$ cat src/rtl/imem_loader.sv
// rtl/imem_loader.sv - boot-time byte-stream loader for the instruction memory
//
// Receives a little-endian byte stream (16-bit word count N, then 4*N data
// bytes), assembles 32-bit words and writes them to the instruction memory
// at byte addresses 0, 4, 8, ... The CPU is held in reset until the whole
// image has been written.
//
// Ports:
//   clk, rst_n        clock (rising edge), asynchronous active-low reset
//   in_data/in_valid  stream byte and its valid qualifier
//   in_ready          loader accepts a byte this cycle (registered)
//   mem_we            one-cycle write strobe to the instruction memory
//   mem_addr          byte address of the write (word index * 4)
//   mem_wdata         assembled word {b3,b2,b1,b0}
//   cpu_hold          keeps the CPU in reset while 1
//   done              image fully written, sticky until reset
//   overflow          header count exceeded DEPTH, sticky until reset
module imem_loader #(
  parameter int DEPTH = 128
) (
  input  logic        clk,
  input  logic        rst_n,
  input  logic [7:0]  in_data,
  input  logic        in_valid,
  output logic        in_ready,
  output logic        mem_we,
  output logic [31:0] mem_addr,
  output logic [31:0] mem_wdata,
  output logic        cpu_hold,
  output logic        done,
  output logic        overflow
);

  typedef enum logic [2:0] {
    LEN0  = 3'd0,
    LEN1  = 3'd1,
    DATA  = 3'd2,
    FLUSH = 3'd3,
    DONE  = 3'd4
  } state_t;

  localparam logic [16:0] DEPTH_W = 17'(DEPTH);

  state_t      state;
  state_t      next_state;

  logic [7:0]  len_lo;
  logic [15:0] word_cnt;
  logic [15:0] word_idx;
  logic [1:0]  byte_idx;
  logic [23:0] byte_buf;

  logic        accept;
  logic [15:0] hdr_n;
  logic        last_byte;
  logic        last_word;
  logic        in_range;

  // Next-cycle values of the registered outputs.
  logic        in_ready_d;
  logic        mem_we_d;
  logic [31:0] mem_addr_d;
  logic [31:0] mem_wdata_d;
  logic        done_d;
  logic        overflow_d;

  assign accept    = in_valid & in_ready;
  assign hdr_n     = {in_data, len_lo};
  assign last_byte = (byte_idx == 2'd3);
  assign last_word = (word_idx == (word_cnt - 16'd1));
  assign in_range  = ({1'b0, word_idx} < DEPTH_W);

  // State register
  always_ff @(posedge clk or negedge rst_n) begin
    if (!rst_n) begin
      state <= LEN0;
    end else begin
      state <= next_state;
    end
  end

  // Next-state logic
  always_comb begin
    next_state = state;
    case (state)
      LEN0:    if (accept) next_state = LEN1;
      LEN1:    if (accept) next_state = (hdr_n == 16'd0) ? DONE : DATA;
      DATA:    if (accept && last_byte && last_word) next_state = FLUSH;
      FLUSH:   next_state = DONE;
      DONE:    next_state = DONE;
      default: next_state = LEN0;
    endcase
  end

  // Output logic. in_ready is derived from the next state so the registered
  // copy always matches the state the loader is in during that cycle.
  // done is raised one edge after entering FLUSH or DONE, so the final write
  // strobe is retired before the CPU is released.
  always_comb begin
    in_ready_d  = (next_state == LEN0) || (next_state == LEN1) || (next_state == DATA);
    mem_we_d    = 1'b0;
    mem_addr_d  = mem_addr;
    mem_wdata_d = mem_wdata;
    done_d      = done || (state == FLUSH) || (state == DONE);
    overflow_d  = overflow;
    if (state == LEN1 && accept && ({1'b0, hdr_n} > DEPTH_W)) begin
      overflow_d = 1'b1;
    end
    // Words past the end of memory are consumed but never written.
    if (state == DATA && accept && last_byte && in_range) begin
      mem_we_d    = 1'b1;
      mem_addr_d  = {14'b0, word_idx, 2'b00};
      mem_wdata_d = {in_data, byte_buf};
    end
  end

  // Registered outputs
  always_ff @(posedge clk or negedge rst_n) begin
    if (!rst_n) begin
      in_ready  <= 1'b1;
      mem_we    <= 1'b0;
      mem_addr  <= 32'd0;
      mem_wdata <= 32'd0;
      done      <= 1'b0;
      cpu_hold  <= 1'b1;
      overflow  <= 1'b0;
    end else begin
      in_ready  <= in_ready_d;
      mem_we    <= mem_we_d;
      mem_addr  <= mem_addr_d;
      mem_wdata <= mem_wdata_d;
      done      <= done_d;
      cpu_hold  <= ~done_d;
      overflow  <= overflow_d;
    end
  end

  // Header capture and word assembly
  always_ff @(posedge clk or negedge rst_n) begin
    if (!rst_n) begin
      len_lo   <= 8'd0;
      word_cnt <= 16'd0;
      word_idx <= 16'd0;
      byte_idx <= 2'd0;
      byte_buf <= 24'd0;
    end else if (accept) begin
      case (state)
        LEN0: len_lo <= in_data;
        LEN1: begin
          word_cnt <= hdr_n;
          word_idx <= 16'd0;
          byte_idx <= 2'd0;
        end
        DATA: begin
          byte_idx <= byte_idx + 2'd1;
          case (byte_idx)
            2'd0:    byte_buf[7:0]   <= in_data;
            2'd1:    byte_buf[15:8]  <= in_data;
            2'd2:    byte_buf[23:16] <= in_data;
            default: word_idx        <= word_idx + 16'd1;
          endcase
        end
        default: ;
      endcase
    end
  end

endmodule

$ cat config.mk
export PLATFORM = sky130hd
export DESIGN_NAME = imem_loader
export DESIGN_NICKNAME = d
export VERILOG_FILES = /design/src/rtl/imem_loader.sv
export SDC_FILE = /design/constraint.sdc
export NUM_CORES = 1
export LEC_CHECK = 0
export ABC_AREA = 0
export BUFFER_PORTS_ARGS = -buffer_cell sky130_fd_sc_hd__buf_2
export CAP_MARGIN = 25
export CORE_MARGIN = 2
export CORE_UTILIZATION = 57
export DETAILED_ROUTE_END_ITERATION = 7
export PLACE_DENSITY = 0.87
export SKIP_LAST_GASP = 1
export SYNTH_ARGS = -nofsm -noshare
export SYNTH_HDL_FRONTEND = slang
export SYNTH_SLANG_ARGS = --single-unit
$ cat constraint.sdc
create_clock -name clk -period 2.5 [get_ports clk]
set_input_delay 0.25 -clock clk [delete_from_list [all_inputs] [get_ports clk]]
set_output_delay 0.25 -clock clk [all_outputs]
set_load 0.005 [all_outputs]
## After elaboration in Yosys (flattened, before gate mapping)

Cells that the tools add are included.

- Flip-flop bits (word level): 122
- Output and inout port bits: 69

- Add/subtract/negate cells: 3
- $lt $le $gt $ge: 2
- Equality and inequality tests: 11
- Mux-type cells: 9
- Bitwise gates (word level): 2
- Reduce and logical (&&, ||, !) cells: 25

Operators with widths:

| cell | number |
|---|---|
| $pmux 16 s2 | 1 |
| $add 16x1->16 const B | 1 |
| $eq 16x16->1 | 1 |
| $gt 16x8->1 const B | 1 |
| $logic_not 16->1 | 1 |
| $lt 16x8->1 const B | 1 |
| $mux 16 | 1 |
| $sub 16x1->16 const B | 1 |
| $mux 3 | 4 |
| $pmux 3 s4 | 1 |
| $reduce_and 3->1 | 4 |
| $eq 3x2->1 const B | 3 |
| $logic_and 1x1->1 | 7 |
| $eq 3x1->1 const B | 2 |
| $logic_not 3->1 | 2 |
| $reduce_and 2->1 | 3 |
| $eq 2x2->1 const B | 2 |
| $logic_or 1x1->1 | 4 |
| $pmux 2 s2 | 1 |
| $eq 3x3->1 const B | 1 |
| $reduce_or 3->1 | 1 |
| $add 2x1->2 const B | 1 |
| $eq 2x1->1 const B | 1 |
| $logic_not 2->1 | 1 |
| other kinds (6) | 6 |

## Depth between registers and ports, before layout

Gate-level depths: netlist of the first run.

- Depth after elaboration: 8
- Depth in mapped cells: 8

## Least setup slack after synthesis of the first run

No wires, ideal clock.

- Path kind: register to register
- Start: register word_idx[11]
- End: register mem_wdata[24]
- Library setup time: 0.125 ns
- Arrival time: 1.707 ns
- Required time: 2.375 ns
- Path slack: 0.668 ns
- Stages on the path, launching flop included: 8
- Buffers on the path: 3
- Clock period less this slack: 1.832 ns
- Cell sequence: dfrtp_1 -> clkbuf_1 -> nor4_1 -> nand3_1 -> nor2_1 -> buf_4 -> buf_4 -> mux2_2

- Cells in the longest elaborated chain, start to end: 2

RTL lines:

| item | RTL line | text |
|---|---|---|
| from (decl) | 49 | `logic [15:0] word_idx;` |
| from (signal assigned) | 160 | `default: word_idx <= word_idx + 16'd1;` |
| $lt 16x8->1 | 71 | `assign in_range = ({1'b0, word_idx} < DEPTH_W);` |
| $logic_and 1x1->1 | 110 | `if (state == DATA && accept && last_byte && in_range) begin` |
| to (signal assigned) | 131 | `mem_wdata <= mem_wdata_d;` |
| to (decl) | 28 | `output logic [31:0] mem_wdata,` |

No other way between the ends.
A chain may end at the register's enable or synchronous reset.

## Worst setup path after layout of the first run

- Start: register word_cnt[0]
- End: register state[0]

- Cells in the longest elaborated chain, start to end: 5

RTL lines:

| item | RTL line | text |
|---|---|---|
| from (decl) | 48 | `logic [15:0] word_cnt;` |
| from (signal assigned) | 150 | `word_cnt <= hdr_n;` |
| $sub 16x1->16 | 70 | `assign last_word = (word_idx == (word_cnt - 16'd1));` |
| $eq 16x16->1 | 70 |  |
| $logic_and 1x1->1 | 88 | `DATA: if (accept && last_byte && last_word) next_state = FLUSH;` |
| $mux 3 | 88 |  |
| $pmux 3 s4 | 85 | `case (state)` |
| net next_state[0] | 45 | `state_t next_state;` |
| to (signal assigned) | 78 | `state <= next_state;` |
| to (decl) | 44 | `state_t state;` |

The timed path passes the listed nets, and every way through them passes these cells.

==> reports/results.ini, run 1 <==
[worst_setup_path]
crit_type = register to register
worstPathRequired_ns = 2.97
reg2reg_depth = 8
start_kind = register
arrival_ns = 2.81
worstSetupEndpointType = register
rr_startpoint = word_cnt[0]
timing.rr.end = state[0]
rrSetupSlack_ns = 0.15
path_max_fanout = 5

[synth]
synthCells = 463
synth_edf_count = 0
synth_top_area_cell = dfrtp_1
ys_types = 56
yosysSeqAreaShare_pct = 55.05
synth_common_cells = dfrtp_1, mux2_2, nand2_1, nor2_1, xor2_1
synth-main-ff-cell = dfrtp_1
syn-cell-area_um2 = 5550
synth.ff_latch_count = 122
ys_warn_count = 0
avgSynthCellArea_um2 = 11.99
async_flop_share_pct = 100.0
synth_top_area_share_pct = 54.10
synthTopCellsByArea = dfrtp_1, mux2_2, nand2_1
yosysMostFrequentCell = dfrtp_1

[detailed_routing]
via_per_inst = 5.659
routed_wirelength_um = 12680
drt_iter0_markers = 225
first_pass_iters = 5
wl_per_cell_um = 18.64
antenna_left = 0
vias = 3848
detail_route.drc_violations = 0

[sta]
rsz0062_at_grt = no
final_max_slew_viol_count = 0
fin_tns_setup_ns = 0
fin_skew_ns = 0.01091
slew_headroom_pct = 56.84
worst_pin_slew_ns = 0.6455
setup_viol = 0
layout_min_cycle_time_ns = 2.350
finalHoldViolations = 0
fin_crit_sh_pct = 93.99
fmax_mhz = 425.6

[global_route]
grt_pass1_wl_um = 20690
use_met2_pct = 42.63
use_met1_pct = 32.92
antenna_found_initial = 0
grt_use_met3_pct = 7.186
grt_usage_pct = 26.13
grt_pass1_vias = 4057
grt_max_degree = 58
grt_overflow = 0
grt.busiest_layer = met2

[floorplanning]
dieArea_um2 = 10540
rows = 36
io_pins = 80
initial_utilization_pct = 57.85
die_y_um = 102.7
die_w_um = 102.7
core_um2 = 9594

[place]
port_buffers = 63
hpwl_um = 8068
gp_congestion = 0.9579
place_inst = 646

[hold_path]
worstHoldPathType = primary input to register
whs_path_depth = 3
worstHoldStart = in_data[0]
hold_end = word_cnt[8]

[job]
cap_viol_max_count = 0

[power]
power_mw = 6.281
p_leak_nw = 3.152
vdd_drop_max_v = 0.0007145
p_per_area_nw_per_um2 = 961.4

[finish]
syn2layout_area_growth_pct = 17.72
stdcell_count = 680
nNetsFinal = 551
antenna_cells = 0
fillers = 662
drive_gt1_share_pct = 33.82

[cts]
cts-root-buf = clkbuf_8
cts_buffers = 17
clk_pin_slew_ns = 0.06
clock-sinks = 122
post_cts_resized = 0
cts_tree = built
cts_buffer_depth = 2
htree_levels = 4
clock_latency_ns = 0.53

[status]
status = finished, final reports clean

==> worst max-delay path by stage <==
stage                       from             to  slack, ns  cells after the start
CTS                  word_cnt[0]       state[0]       0.24                      8
global placement        in_ready   byte_buf[18]       0.49                      4
finish               word_cnt[0]       state[0]       0.15                      8
floorplan           word_idx[11]  mem_wdata[24]       0.67                      7
global route         word_cnt[0]       state[0]       0.03                      8
detailed placement      in_ready   byte_buf[22]       0.40                      4
==> area by class of cell <==
type	count	area [µm²]	share of cell area, %
clock inverters	15	132.6	2.030
inverters	9	33.78	0.5170
repair buffers	71	407.9	6.243
flip-flops and latches	122	3055	46.76
clock buffers	17	414.1	6.339
multi-input cells	313	2323	35.56
well taps	133	166.4	2.547
==> cells by family (layout without fill, tap and decap cells) <==
| logic type | Yosys count | in the layout | share of synthesized area [%] |
|---|---|---|---|
| buffers and inverters | 43 | 112 | 4.396 |
| adders and majority gates | 6 | 6 | 1.353 |
| and+or+nand+nor | 158 | 158 | 15.06 |
| muxes | 73 | 73 | 14.79 |
| DFF | 122 | 122 | 55.05 |
| other | 1 | 16 | 0.06756 |
| xor gates and xnor gates | 34 | 34 | 5.365 |
| AOI/OAI and AO/OA | 26 | 26 | 3.923 |
==> layer usage <==
metal  vias up  wire (µm)
li1       1703          -
met1      1919       5065
met2       185       6526
met3        41        822
met4         0        262
met5         -          0
==> where the power goes <==
group          total [mW]  switching [mW]  internal [mW]  leakage, nW
sequential           2.82           0.336           2.49         1.54
clock                2.26            1.01           1.26        0.266
combinational        1.20           0.507          0.689         1.34
total                6.28            1.85           4.43         3.15
==> worst max-delay path, stage by stage (launching register included) <==
cell and delay, ns:
dfrtp_1 0.43, inv_1 0.10, ha_1 0.20, nor3b_1 0.36, nand3b_1 0.16, nor4_1 0.39, o21ai_1 0.19, nor4_2 0.34
a21o_1 0.13
==> state kept, by name, indices dropped and copies added, names as in the netlist, 2 cells and up <==
register / flops
word_cnt: 16
byte_idx: 2
mem_addr: 16
word_idx: 16
len_lo: 8
mem_wdata: 32
byte_buf: 24
state: 3
==> what timing repair did <==
action / 4_1_cts / 5_1_grt
hold endpoints to repair: 37 / 0
endpoints found under the setup margin: 0 / 0
hold buffers: 2 / 0
setup buffers: 0 / 0
==> cells in the final DEF, fill, tap and decap left out, types with 11 or more instances in the layout <==
| cell | count |
|---|---|
| mux2_2 | 71 |
| xnor2_1 | 15 |
| xor2_1 | 19 |
| buf_2 | 62 |
| nand2_1 | 58 |
| dfrtp_1 | 120 |
| nor2_1 | 25 |
| clkbuf_16 | 16 |
| nor2b_1 | 11 |
| conb_1 | 16 |
==> metrics by stage <==
stage / utilization (%) / instance area, µm² / hold slack (ns) / setup slack [ns]
3_5_place_dp: 62.19 / 5967 / 0.2593 / 0.3975
5_1_grt: 68.10 / 6534 / 0.03566 / 0.03432
2_1_floorplan: - / 5607 / -0.04559 / 0.6681
3_3_place_gp: 62.19 / 5967 / 0.2504 / 0.4873
6_report: 68.10 / 6534 / 0.03415 / 0.1502
4_1_cts: 68.10 / 6534 / 0.02583 / 0.2387
Note: power is estimated with default switching activity, not from simulation.
==> run 2, diff against run 1 <==
--- a/config.mk
+++ b/config.mk
@@ -11,7 +11,7 @@
 export CORE_MARGIN = 2
 export CORE_UTILIZATION = 57
 export DETAILED_ROUTE_END_ITERATION = 7
-export PLACE_DENSITY = 0.87
+export PLACE_DENSITY = 0.8
 export SKIP_LAST_GASP = 1
 export SYNTH_ARGS = -nofsm -noshare
 export SYNTH_HDL_FRONTEND = slang
==> run 2 against run 1 <==
Against the previous run:
- register-to-register slack better by 0.14 ns
- utilization rose by 0.25 points
- sequential share of layout area down 0.17 points
- critical path depth did not move
- clock-buffer cell count increased by 3
- global-route usage fell by 1.3 points
- sequential power is essentially flat
- sequential cell count unchanged
- fmax grew 6.4%
- routed wire length decreased by 5.8%
- critical endpoint unchanged
- largest cell class unchanged
==> reports/results.ini, run 2 (synthesized netlist as in run 1, its figures left out) <==
[power]
p_int_mw = 4.621  ; was 4.430 mW
p_leak_nw = 3.162  ; was 3.152 nW
combPwrFrac_pct = 18.3  ; was 19.0%
power_mw = 6.344  ; was 6.281 mW
power.share.sequential_pct = 44.4  ; was 44.9%
vdd_drop_max_v = 0.0007863  ; was 0.0007145 V
p_clk_share_pct = 37.3  ; was 36.0%
switching_share_pct = 27.16  ; was 29.48%
p_per_area_nw_per_um2 = 967.4  ; was 961.4 nW/µm²
power_switching_mw = 1.723  ; was 1.851 mW

[detailed_routing]
routed_wirelength_um = 11940  ; was 12680 µm
vias = 3696  ; was 3848
first_pass_iters = 4  ; was 5
via_per_inst = 5.427  ; was 5.659
wl_per_cell_um = 17.53  ; was 18.64 µm
drt_iter0_markers = 176  ; was 225
antenna_left = 0  ; unchanged
detail_route.drc_violations = 0  ; unchanged

[sta]
finalHoldViolations = 0  ; unchanged
fmax_mhz = 452.9  ; was 425.6 MHz
setup_viol = 0  ; unchanged
final_max_slew_viol_count = 0  ; unchanged
layout_min_cycle_time_ns = 2.208  ; was 2.350 ns
fin_tns_setup_ns = 0  ; unchanged
fin_hold_ws_ns = 0.04099  ; was 0.03415 ns
worst_pin_slew_ns = 0.6338  ; was 0.6455 ns
rsz0062_at_grt = no  ; unchanged
fin_skew_ns = 0.007097  ; was 0.01091 ns
slew_headroom_pct = 57.62  ; was 56.84%
fin_crit_sh_pct = 88.33  ; was 93.99%

[cts]
cts_hold_buf = 2  ; unchanged
postCtsSetupBuffers = 0  ; unchanged
clk_pin_slew_ns = 0.06  ; about the same
htree_levels = 4  ; unchanged
clock-sinks = 122  ; unchanged
cts_buffers = 17  ; unchanged
cts_tree = built  ; unchanged
post_cts_resized = 0  ; unchanged
clock_latency_ns = 0.53  ; about the same
cts-root-buf = clkbuf_8  ; unchanged
cts_buffer_depth = 2  ; unchanged

[global_route]
grt_max_degree = 64  ; was 58
grt_pass1_wl_um = 19410  ; was 20690 µm
use_met2_pct = 40.67  ; was 42.63%
antenna_found_initial = 0  ; unchanged
grt_pass1_vias = 3805  ; was 4057
grt.busiest_layer = met2  ; unchanged
use_met1_pct = 31.82  ; was 32.92%
grt_use_met3_pct = 6.712  ; was 7.186%
grt_usage_pct = 24.82  ; was 26.13%
grt_overflow = 0  ; unchanged

[worst_setup_path]
worstPathRequired_ns = 2.96  ; was 2.97 ns
arrival_ns = 2.67  ; was 2.81 ns
path_max_fanout = 5  ; unchanged
worstSetupEndpointType = register  ; unchanged
crit_type = register to register  ; unchanged
rrSetupSlack_ns = 0.29  ; was 0.15 ns
rr_startpoint = word_cnt[0]  ; unchanged
start_kind = register  ; unchanged
timing.rr.end = state[0]  ; unchanged
reg2reg_depth = 8  ; unchanged

[hold_path]
worstHoldStart = in_data[0]  ; unchanged
worstHoldPathType = primary input to register  ; unchanged
whs_path_depth = 3  ; unchanged
hold_end = word_cnt[8]  ; unchanged

[finish]
reg_top3 = mem_wdata (32), byte_buf (24)  ; unchanged
largest_reg_flops = 32  ; unchanged
regMostFlops = mem_wdata  ; unchanged
utilization_pct = 68.35  ; was 68.10%
final_common_cell = dfrtp_1  ; unchanged
nNetsFinal = 552  ; was 551
stdcell_count = 681  ; was 680
antenna_cells = 0  ; unchanged
drive_gt1_share_pct = 33.58  ; was 33.82%
syn2layout_area_growth_pct = 18.15  ; was 17.72%
final_cell_mix = dfrtp_1, mux2_2, buf_2  ; unchanged

[floorplanning]
rows = 36  ; unchanged
core_um2 = 9594  ; unchanged
die_w_um = 102.7  ; unchanged
dieArea_um2 = 10540  ; unchanged
die_y_um = 102.7  ; unchanged
initial_utilization_pct = 57.85  ; unchanged
io_pins = 80  ; unchanged

[job]
cap_viol_max_count = 0  ; unchanged

[place]
hpwl_um = 8097  ; was 8068 µm
gp_congestion = 0.9198  ; was 0.9579
port_buffers = 63  ; unchanged
place_inst = 647  ; was 646

[status]
status = finished, final reports clean  ; unchanged

==> run 2: power by group through the flow <==
stage	logic, mW	registers [mW]	clock network (mW)
after floorplan	0.680	2.77	0
after global placement	1.11	2.80	0
after detailed placement	1.16	2.83	0
after CTS	1.18	2.82	2.40
after global routing	1.28	2.87	2.49
final	1.16	2.82	2.37
==> run 2: layout make-up <==
| type | instances | area, µm² |
|---|---|---|
| clock inverter | 12 | 140.1 |
| multi-input combinational | 313 | 2323 |
| tap | 133 | 166.4 |
| fill | 664 | 3037 |
| sequential | 122 | 3055 |
| inverter | 9 | 33.78 |
| timing repair buffer | 72 | 402.9 |
| clock buffer | 20 | 435.4 |
==> run 2: how the worst max path moves through the flow <==
stage / from / to / slack, ns / cells after the start
floorplan: word_idx[11] / mem_wdata[24] / 0.67 / 7
global placement: in_ready / byte_buf[23] / 0.48 / 4
detailed placement: word_cnt[0] / state[0] / 0.34 / 8
CTS: word_cnt[0] / state[0] / 0.31 / 8
global route: word_cnt[0] / state[0] / 0.13 / 8
finish: word_cnt[0] / state[0] / 0.29 / 8
==> run 2: layer usage <==
layer	share of wire (%)	routed length (µm)
met5	0	0
met1	43	5087
met4	1.4	173
met3	5.1	610
met2	51	6066
==> run 2: worst max-delay path, stage by stage (launching register included) <==
cell and delay, ns:
dfrtp_1 0.43, inv_1 0.09, ha_1 0.21, nor3b_1 0.36
nand3b_1 0.15, nor4_1 0.28, o21ai_1 0.14, nor4_2 0.37
a21o_1 0.13
==> run 2: metrics by stage <==
step	instance area [µm²]	setup WS [ns]
2_1_floorplan	5607	0.6681
3_3_place_gp	5962	0.4806
3_5_place_dp	5962	0.3386
4_1_cts	6558	0.3118
5_1_grt	6558	0.1280
6_report	6558	0.2919
==> run 3, diff against run 2 <==
--- a/config.mk
+++ b/config.mk
@@ -9,10 +9,11 @@
 export BUFFER_PORTS_ARGS = -buffer_cell sky130_fd_sc_hd__buf_2
 export CAP_MARGIN = 25
 export CORE_MARGIN = 2
-export CORE_UTILIZATION = 57
+export CORE_UTILIZATION = 52
 export DETAILED_ROUTE_END_ITERATION = 7
-export PLACE_DENSITY = 0.8
+export PLACE_DENSITY = 0.76
 export SKIP_LAST_GASP = 1
+export SLEW_MARGIN = 10
 export SYNTH_ARGS = -nofsm -noshare
 export SYNTH_HDL_FRONTEND = slang
 export SYNTH_SLANG_ARGS = --single-unit
==> constraint.sdc (replaced) <==
create_clock -name clk -period 1.96 [get_ports clk]
set_input_delay 0.196 -clock clk [delete_from_list [all_inputs] [get_ports clk]]
set_output_delay 0.196 -clock clk [all_outputs]
set_load 0.005 [all_outputs]
==> run 3 against run 2 <==
Against the previous run:
- final cell count rose by 5.1%
- sequential cell count unchanged
- non-clock buffer count rose by 33
- clock power grew 28%
- cell area is 6.2% higher
- combinational power is 42% higher
- die area up 9.2%
- worst hold slack worse by 0.010 ns
- fmax grew 16%
- power up 30%
- routed wire length up 7.8%
- critical path type unchanged
- critical endpoint is now byte_buf[22]
==> reports/results.ini, run 3 (synthesized netlist as in run 1, its figures left out) <==
[status]
status = finished, final reports clean  ; unchanged

[worst_setup_path]
cpPeakStageDelay_ns = 0.54  ; was 0.43 ns
arrival_ns = 2.30  ; was 2.67 ns
rr_startpoint = in_ready  ; was word_cnt[0]
path_max_fanout = 8  ; was 5
cp_slowest_cell = dfstp_2  ; was dfrtp_1
worstSetupEndpointType = register  ; unchanged
worstPathRequired_ns = 2.36  ; was 2.96 ns
setup.worst_path.start = in_ready  ; was word_cnt[0]
crit_chain = nand2_1, nor3_2, nand2_1, mux2_2  ; was inv_1, ha_1, nor3b_1, nand3b_1, nor4_1, o21ai_1, nor4_2, a21o_1
crit_type = register to register  ; unchanged
start_kind = register  ; unchanged
cpMostUsedCell = nand2_1

[power]
switching_share_pct = 27.10  ; was 27.16%
p_clk_share_pct = 36.8  ; was 37.3%
vdd_drop_max_v = 0.001007  ; was 0.0007863 V
power.share.sequential_pct = 43.1  ; was 44.4%
power_mw = 8.227  ; was 6.344 mW
power_switching_mw = 2.229  ; was 1.723 mW
p_leak_nw = 3.333  ; was 3.162 nW
p_per_area_nw_per_um2 = 1182  ; was 967.4 nW/µm²
combPwrFrac_pct = 20.1  ; was 18.3%
p_int_mw = 5.997  ; was 4.621 mW

[finish]
final_cell_mix = dfrtp_1, mux2_2, buf_2  ; unchanged
nNetsFinal = 585  ; was 552
syn2layout_area_growth_pct = 25.43  ; was 18.15%
antenna_cells = 0  ; unchanged
regMostFlops = mem_wdata  ; unchanged
reg_top3 = mem_wdata (32), byte_buf (24)  ; unchanged
largest_reg_flops = 32  ; unchanged
final_common_cell = dfrtp_1  ; unchanged
drive_gt1_share_pct = 40.00  ; was 33.58%

[detailed_routing]
detail_route.drc_violations = 0  ; unchanged
vias = 3873  ; was 3696
antenna_left = 0  ; unchanged
drt_iter0_markers = 251  ; was 176
routed_wirelength_um = 12870  ; was 11940 µm
first_pass_iters = 4  ; unchanged
wl_per_cell_um = 17.97  ; was 17.53 µm
via_per_inst = 5.409  ; was 5.427

[sta]
setup_ws_ns = 0.05760  ; was 0.2919 ns
fin_skew_ns = 0.008302  ; was 0.007097 ns
worst_pin_slew_ns = 0.5531  ; was 0.6338 ns
slew_headroom_pct = 63.13  ; was 57.62%
final_max_slew_viol_count = 0  ; unchanged
rsz0062_at_grt = yes  ; was no
setup_viol = 0  ; unchanged
fin_crit_sh_pct = 97.06  ; was 88.33%
finalHoldViolations = 0  ; unchanged
fmax_mhz = 525.7  ; was 452.9 MHz
layout_min_cycle_time_ns = 1.902  ; was 2.208 ns

[floorplanning]
io_pins = 80  ; unchanged
die_y_um = 107.3  ; was 102.7 µm
die_w_um = 107.3  ; was 102.7 µm
core_um2 = 10320  ; was 9594 µm²
rows = 37  ; was 36
dieArea_um2 = 11520  ; was 10540 µm²
initial_utilization_pct = 53.76  ; was 57.85%

[place]
hpwl_um = 8331  ; was 8097 µm
pre_cts_ws_ns = -0.05863  ; was 0.3386 ns
gp_congestion = 0.9135  ; was 0.9198
port_buffers = 63  ; unchanged

[cts]
cts_buffers = 17  ; unchanged
cts_buffer_depth = 2  ; unchanged
htree_levels = 4  ; unchanged
clock_latency_ns = 0.52  ; was 0.53 ns
cts-root-buf = clkbuf_8  ; unchanged
clock-sinks = 122  ; unchanged
cts_tree = built  ; unchanged
clk_pin_slew_ns = 0.06  ; about the same

[global_route]
grt_overflow = 0  ; unchanged
grt_usage_pct = 23.34  ; was 24.82%
antenna_found_initial = 0  ; unchanged
grt_max_degree = 50  ; was 64
grt_pass1_wl_um = 20450  ; was 19410 µm
grt_pass1_vias = 4163  ; was 3805

[job]
cap_viol_max_count = 0  ; unchanged

[hold_path]
worstHoldPathType = primary input to register  ; unchanged
worstHoldStart = in_data[4]  ; was in_data[0]

run 3: changes by cell type in the layout (fill, tap and decap cells not counted), moves of 2 or more:
cell           previous run  this run
buf_4                     7        33
dfrtp_2                   0         2
dlygate4sd3_1             2         7
nor4_4                    2         4
clkbuf_1                  2         0
dfrtp_1                 120       118
ha_1                      6         4
inv_1                     9         7
nor4_2                    1         4
nor4_1                    8         3
inv_2                     0         2
run 3: cell type report:
class | instances | area, µm²
clock buffers | 19 | 441.7
clock inverters | 12 | 140.1
fillers | 702 | 3362
inverters | 9 | 33.78
multi-input cells | 313 | 2425
flip-flops and latches | 122 | 3058
well taps | 136 | 170.2
repair buffers | 105 | 693.2
run 3: path summary, 6_finish.rpt:
kind                                      to  slack (ns)  cells past startpoint
worst max register to register  byte_buf[22]        0.06                      4
max in group asynchronous        word_idx[5]        1.06                      3
worst min-delay path            word_cnt[12]        0.03                      3
worst max-delay path            byte_buf[22]        0.06                      4
min in group asynchronous               done        0.21                      2
worst min register to register  mem_wdata[7]        0.50                      1
run 3: power by group through the flow:
stage	Clock (mW)	Combinational [mW]	Sequential (mW)
after global placement	0	1.53	3.52
final	3.03	1.65	3.55
after CTS	3.08	1.63	3.55
after floorplan	0	0.867	3.53
after global routing	3.18	1.80	3.62
after detailed placement	0	1.59	3.56
run 3: per-stage QoR:
stage | hold WS [ns] | utilization (%) | cells | instance area [µm²] | setup TNS (ns)
after floorplan | -0.09959 | - | 478 | 5607 | 0
after global placement | 0.2094 | 59.29 | 669 | 6121 | 0
after detailed placement | 0.2110 | 59.29 | 669 | 6121 | -0.1130
after CTS | 0.003971 | 65.82 | 709 | 6795 | -0.004019
after global routing | 0.01663 | 67.43 | 716 | 6962 | -0.2736
final | 0.03050 | 67.43 | 716 | 6962 | 0
run 3: critical path: cells and delay by family, from the launching register on:
kind / cells / cell delay, ns
muxes: 1 / 0.38
DFF: 1 / 0.54
and+or+nand+nor: 3 / 0.87
run 3: per-layer routing:
metal / GRT usage, % / up-vias / wire length (µm)
met5: 0 / - / 0
met4: 10.48 / 0 / 264
met3: 5.751 / 23 / 530
met2: 39.42 / 108 / 6574
met1: 28.33 / 1968 / 5499
li1: - / 1774 / -
run 3: timing repair:
item,in CTS,in global routing
pin swaps,5,12
setup endpoints to repair,3,17
gates cloned,0,1
endpoints found under the hold margin,43,0
resized for setup,2,21
buffers inserted,2,6
hold buffers,7,0
